**src/rtl/multi_issue_ctrl.sv**
```systemverilog
// N-lane decode/control stage: decodes per-lane opcodes into control bundles and
// splits a fetch bundle over several cycles when memory ports or control flow demand it.
module multi_issue_ctrl #(
    parameter int LANES     = 2,
    parameter int MEM_PORTS = 1
) (
    input  logic                   clock,
    input  logic                   reset_n,
    input  logic [5*LANES-1:0]     opcode,
    input  logic [LANES-1:0]       in_valid,
    input  logic                   stall,
    input  logic                   flush,
    output logic [11*LANES-1:0]    ctrl_out,
    output logic [LANES-1:0]       out_valid,
    output logic                   bundle_hold
);

    localparam logic [4:0] OP_R    = 5'b00000;
    localparam logic [4:0] OP_J    = 5'b00001;
    localparam logic [4:0] OP_BNE  = 5'b00010;
    localparam logic [4:0] OP_JAL  = 5'b00011;
    localparam logic [4:0] OP_JR   = 5'b00100;
    localparam logic [4:0] OP_ADDI = 5'b00101;
    localparam logic [4:0] OP_BLT  = 5'b00110;
    localparam logic [4:0] OP_SW   = 5'b00111;
    localparam logic [4:0] OP_LW   = 5'b01000;
    localparam logic [4:0] OP_SETX = 5'b10101;
    localparam logic [4:0] OP_BEX  = 5'b10110;

    // Bit order: setx bex MemToReg MemWrite MemRead JAL JR JP branch ALUSrc regWrite
    function automatic logic [10:0] decode(input logic [4:0] op);
        logic [10:0] c;
        case (op)
            OP_R:    c = 11'h001;
            OP_J:    c = 11'h008;
            OP_BNE:  c = 11'h004;
            OP_JAL:  c = 11'h023;
            OP_JR:   c = 11'h010;
            OP_ADDI: c = 11'h003;
            OP_BLT:  c = 11'h004;
            OP_SW:   c = 11'h082;
            OP_LW:   c = 11'h143;
            OP_SETX: c = 11'h403;
            OP_BEX:  c = 11'h200;
            default: c = 11'h000;
        endcase
        return c;
    endfunction

    function automatic logic is_mem(input logic [4:0] op);
        return (op == OP_LW) || (op == OP_SW);
    endfunction

    function automatic logic is_cflow(input logic [4:0] op);
        return (op == OP_J) || (op == OP_JR) || (op == OP_JAL) ||
               (op == OP_BNE) || (op == OP_BLT) || (op == OP_BEX);
    endfunction

    logic [LANES-1:0]    done;
    logic [LANES-1:0]    cand;
    logic [LANES-1:0]    group;
    logic [LANES-1:0]    rest;
    logic [11*LANES-1:0] ctrl_next;

    assign cand = in_valid & ~done;

    // Oldest-first group: stop before the lane that exceeds the memory ports,
    // and stop right after any control-flow lane.
    always_comb begin
        int  mem_cnt;
        logic stop;
        group   = '0;
        mem_cnt = 0;
        stop    = 1'b0;
        for (int k = 0; k < LANES; k++) begin
            if (!stop && cand[k]) begin
                if (is_mem(opcode[5*k +: 5]) && (mem_cnt >= MEM_PORTS)) begin
                    stop = 1'b1;
                end else begin
                    group[k] = 1'b1;
                    if (is_mem(opcode[5*k +: 5])) mem_cnt = mem_cnt + 1;
                    if (is_cflow(opcode[5*k +: 5])) stop = 1'b1;
                end
            end
        end
    end

    assign rest = cand & ~group;

    always_comb begin
        ctrl_next = '0;
        for (int k = 0; k < LANES; k++) begin
            if (group[k]) ctrl_next[11*k +: 11] = decode(opcode[5*k +: 5]);
        end
    end

    assign bundle_hold = flush ? 1'b0 : (stall | (|rest));

    // ID/EX latch
    always_ff @(posedge clock or negedge reset_n) begin
        if (!reset_n) begin
            ctrl_out  <= '0;
            out_valid <= '0;
            done      <= '0;
        end else if (flush) begin
            ctrl_out  <= '0;
            out_valid <= '0;
            done      <= '0;
        end else if (!stall) begin
            ctrl_out  <= ctrl_next;
            out_valid <= group;
            done      <= (|rest) ? (done | group) : '0;
        end
    end

endmodule
```
**config.mk**
```make
export PLATFORM = sky130hd
export DESIGN_NAME = multi_issue_ctrl
export DESIGN_NICKNAME = d
export VERILOG_FILES = /design/src/rtl/multi_issue_ctrl.sv
export SDC_FILE = /design/constraint.sdc
export NUM_CORES = 1
export LEC_CHECK = 0
export BUFFER_PORTS_ARGS = -buffer_cell sky130_fd_sc_hd__buf_4
export CAP_MARGIN = 20
export CORE_AREA = 2 2 62 64
export DETAILED_ROUTE_END_ITERATION = 8
export DIE_AREA = 0 0 64 66
export GPL_TIMING_DRIVEN = 1
export PLACE_DENSITY = 0.61
export SYNTH_ARGS = -nofsm -noshare
export SYNTH_HDL_FRONTEND = slang
export SYNTH_SLANG_ARGS = --single-unit
```
**constraint.sdc**
```tcl
create_clock -name clock -period 1.9 [get_ports clock]
set_input_delay 0.095 -clock clock [delete_from_list [all_inputs] [get_ports clock]]
set_output_delay 0.095 -clock clock [all_outputs]
set_load 0.1 [all_outputs]
```
==> results by group <==
Synthesis
  – Unique masters post-synth: 36
  – Post-synthesis instance area: 1350 um2
  – Syn Area/Cell: 9.90 um2
  – Largest family of logic cells by synthesized area: simple AND/OR/NAND/NOR gates
  – Leading area contributor after synthesis: dfrtp_1
  – Ys Warns: 0
  – Post-synthesis cell count: 136
  – Post-synthesis adder-cell area fraction: 0.0743
  – Mapped Nets: 160
  – Number of synthesized register bits: 24
  – Ys async rst share: 1.00
  – Simple-gate share of the synthesized area: 0.217
  – Share of the synthesized area in the top cell type: 0.446
  – Area contributors post-synth: dfrtp_1, ha_1, o21ai_0, nand2_1, a32o_1
  – Synth Area in Compound Gates: 0.197
  – Main synth FF type: dfrtp_1
  – Mux contribution to synthesized area: 0.00743
  – Register area share after synthesis: 0.446
  – XOR/XNOR share of the synthesized area: 0
  – Post-synth EDFFs: 0

Layout
  – Commonest non-fill, non-tap cell in the layout: buf_4
  – ANT cells: 0
  – Commonest cells after routing, fill and taps aside: buf_4, dfrtp_1, nand2_1, o21ai_0, ha_1
  – Nets@finish: 203
  – Final Util: 0.496
  – Share of layout cells above drive strength 1: 0.309
  – Fillers: 335
  – Layout overhead on the synthesized area: 30.8%

Floorplanning
  – Num rows: 22
  – I/O pin count: 41
  – Die H: 66 um
  – Die area: 4220 um2
  – Initial Utilization: 0.379
  – Core Area: 3550 um2
  – DIE WIDTH: 64 um

Placed design
  – GPL Wtd Cong: 0.914
  – Worst slack at placement: 0.114 ns
  – Buffers on Ports: 40
  – HPWL after DPL: 2.43 mm

Clocking
  – Worst-Skew Late Latency: 0.33 ns
  – Clock buffer count from CTS: 3
  – Setup Buffers After CTS: 0
  – CTS clk-pin slew, worst paths: 0.13 ns
  – H-tree depth: 1
  – Max Root-Sink Buffers: 2
  – CTS tree: done
  – CTS Root Cell: clkbuf_4
  – Clock sink total: 24

Setup path
  – Req. time, crit path: 1.80 ns
  – WP depth: 5
  – Critical Path Max Stage Delay: 0.40 ns
  – Slowest CP cell: dfrtp_1
  – Critical Path AT: 1.70 ns
  – CP Launch Type: flip-flop
  – FF-to-FF path depth: 4
  – Cells along the critical path: nand2b_4 -> or3_1 -> o32ai_2 -> a21o_2 -> buf_12
  – Critical path capture point type: primary output
  – Top Family by Delay on Critical Path: simple AND/OR/NAND/NOR gates
  – Crit path max fanout: 3
  – Critical path class: reg2out
  – Buf+Inv Stages, Crit Path: 1

Outcome
  – Status: finished clean

Timing
  – Fmax: 558 MHz
  – Slew of the pin with the lowest slew margin: 0.449 ns
  – Worst slew margin: 0.693
  – Hold_ws: 0.0864 ns
  – Minimum clock period: 1.79 ns
  – Slew Viols, Final: 0
  – Final Hold Fails: 0
  – Final setup margin: 0.107 ns
  – Max Clock Skew: 0.00802 ns
  – Final period util: 0.944
  – Final setup TNS: 0 ns
  – RSZ-0062 raised after global routing: false
  – Final setup violation count: 0

Pwr
  – Max IR drop VDD: 0.277 mV
  – Power Dens Cells: 577 nW/um2
  – Pleak: 0.884 nW
  – Tot Pwr: 0.00102 W

Detailed routing
  – WL/cell: 13.6 um
  – Vias: 1165
  – First-pass detailed-route iteration total: 4
  – Antenna Nets Post-Route: 0
  – DRT iter0 DRCs: 53
  – Vias/cell: 5.15
  – DRC violations left: 0
  – Total Wirelength: 3.08 mm

Run
  – Max cap viols: 0

Hold path
  – Hold Crit Class: in2reg
  – Hold path depth: 3

GRT
  – GRT Util Overall: 0.163
  – Largest net degree at the start of global routing: 25
  – Total global routing overflow: 0
  – Vias in the first global route: 1138
  – Initial antenna violation count: 0
  – First-pass GRT wire length: 5.33 mm
[worst min-delay path, delay by kind of cell]
kind / cells / cell delay [ns]
AND/OR/NAND/NOR: 1 / 0.08
AO/OA/AOI/OAI: 1 / 0.07
buffers and inverters: 1 / 0.15
[cells by family (layout without fill, tap and decap cells)]
group / Yosys count / after routing
AO/OA/AOI/OAI: 37 / 37
adder cells (fa/ha/maj): 8 / 8
buffers and inverters: 16 / 58
flip-flops: 24 / 24
multiplexers: 1 / 1
AND/OR/NAND/NOR: 50 / 50
[state kept, by name, indices dropped and copies added (netlist names)]
signal     count
done           2
out_valid      2
ctrl_out      20
[routing by layer]
layer,GRT usage,part of all wire,wire [um],vias to the layer above
li1,-,-,-,573
met5,0,0,0,-
met4,0.0761,0.020,61,0
met2,0.240,0.46,1400,35
met1,0.234,0.48,1480,550
met3,0.0239,0.045,139,7
[layout make-up]
| type | instances | area [um2] | share of cell area |
|---|---|---|---|
| tap | 48 | 60.1 | 0.0341 |
| inverter | 7 | 26.3 | 0.0149 |
| sequential | 24 | 601 | 0.341 |
| multi-input combinational | 96 | 669 | 0.380 |
| clock buffer | 4 | 36.3 | 0.0206 |
| timing repair buffer | 47 | 368 | 0.209 |
[through the flow]
step | cells | area, um2
final | 226 | 1760
after global routing | 226 | 1760
after CTS | 226 | 1750
after detailed placement | 221 | 1700
after global placement | 221 | 1700
after floorplan | 136 | 1350
[worst paths after layout]
| check | slack (ns) | startpoint | end |
|---|---|---|---|
| setup / recovery | 0.11 | done[0] | bundle_hold |
| hold reg to reg | 0.50 | out_valid[0] | out_valid[0] |
| min in group asynchronous | 0.18 | reset_n | ctrl_out[19] |
| setup reg to reg | 0.31 | done[1] | ctrl_out[16] |
| max in group asynchronous | 1.48 | reset_n | ctrl_out[3] |
| hold / removal | 0.09 | opcode[7] | ctrl_out[18] |
[report_power, final]
group,internal [W],switching [W],leakage (nW)
clock,0.000117,0.000157,0.0210
combinational,0.0000755,0.000146,0.530
sequential,0.000517,0.00000347,0.333
[repair_timing]
action                                 4_1_cts  5_1_grt
hold buffers                                 1        0
endpoints found under the hold margin       24        0
setup endpoints to repair                    0        1
gates resized for setup                      0        3
[cells in the mapped netlist, types with 3 or more instances]
cell,number
nor2_1,3
clkbuf_1,4
o21ai_0,14
nand2_1,17
nor2b_1,7
dfrtp_1,24
inv_1,7
and3_1,3
nand4_1,5
a21oi_1,3
ha_1,8
a22o_1,4
a32o_1,5
(Power assumes the default switching activity.)
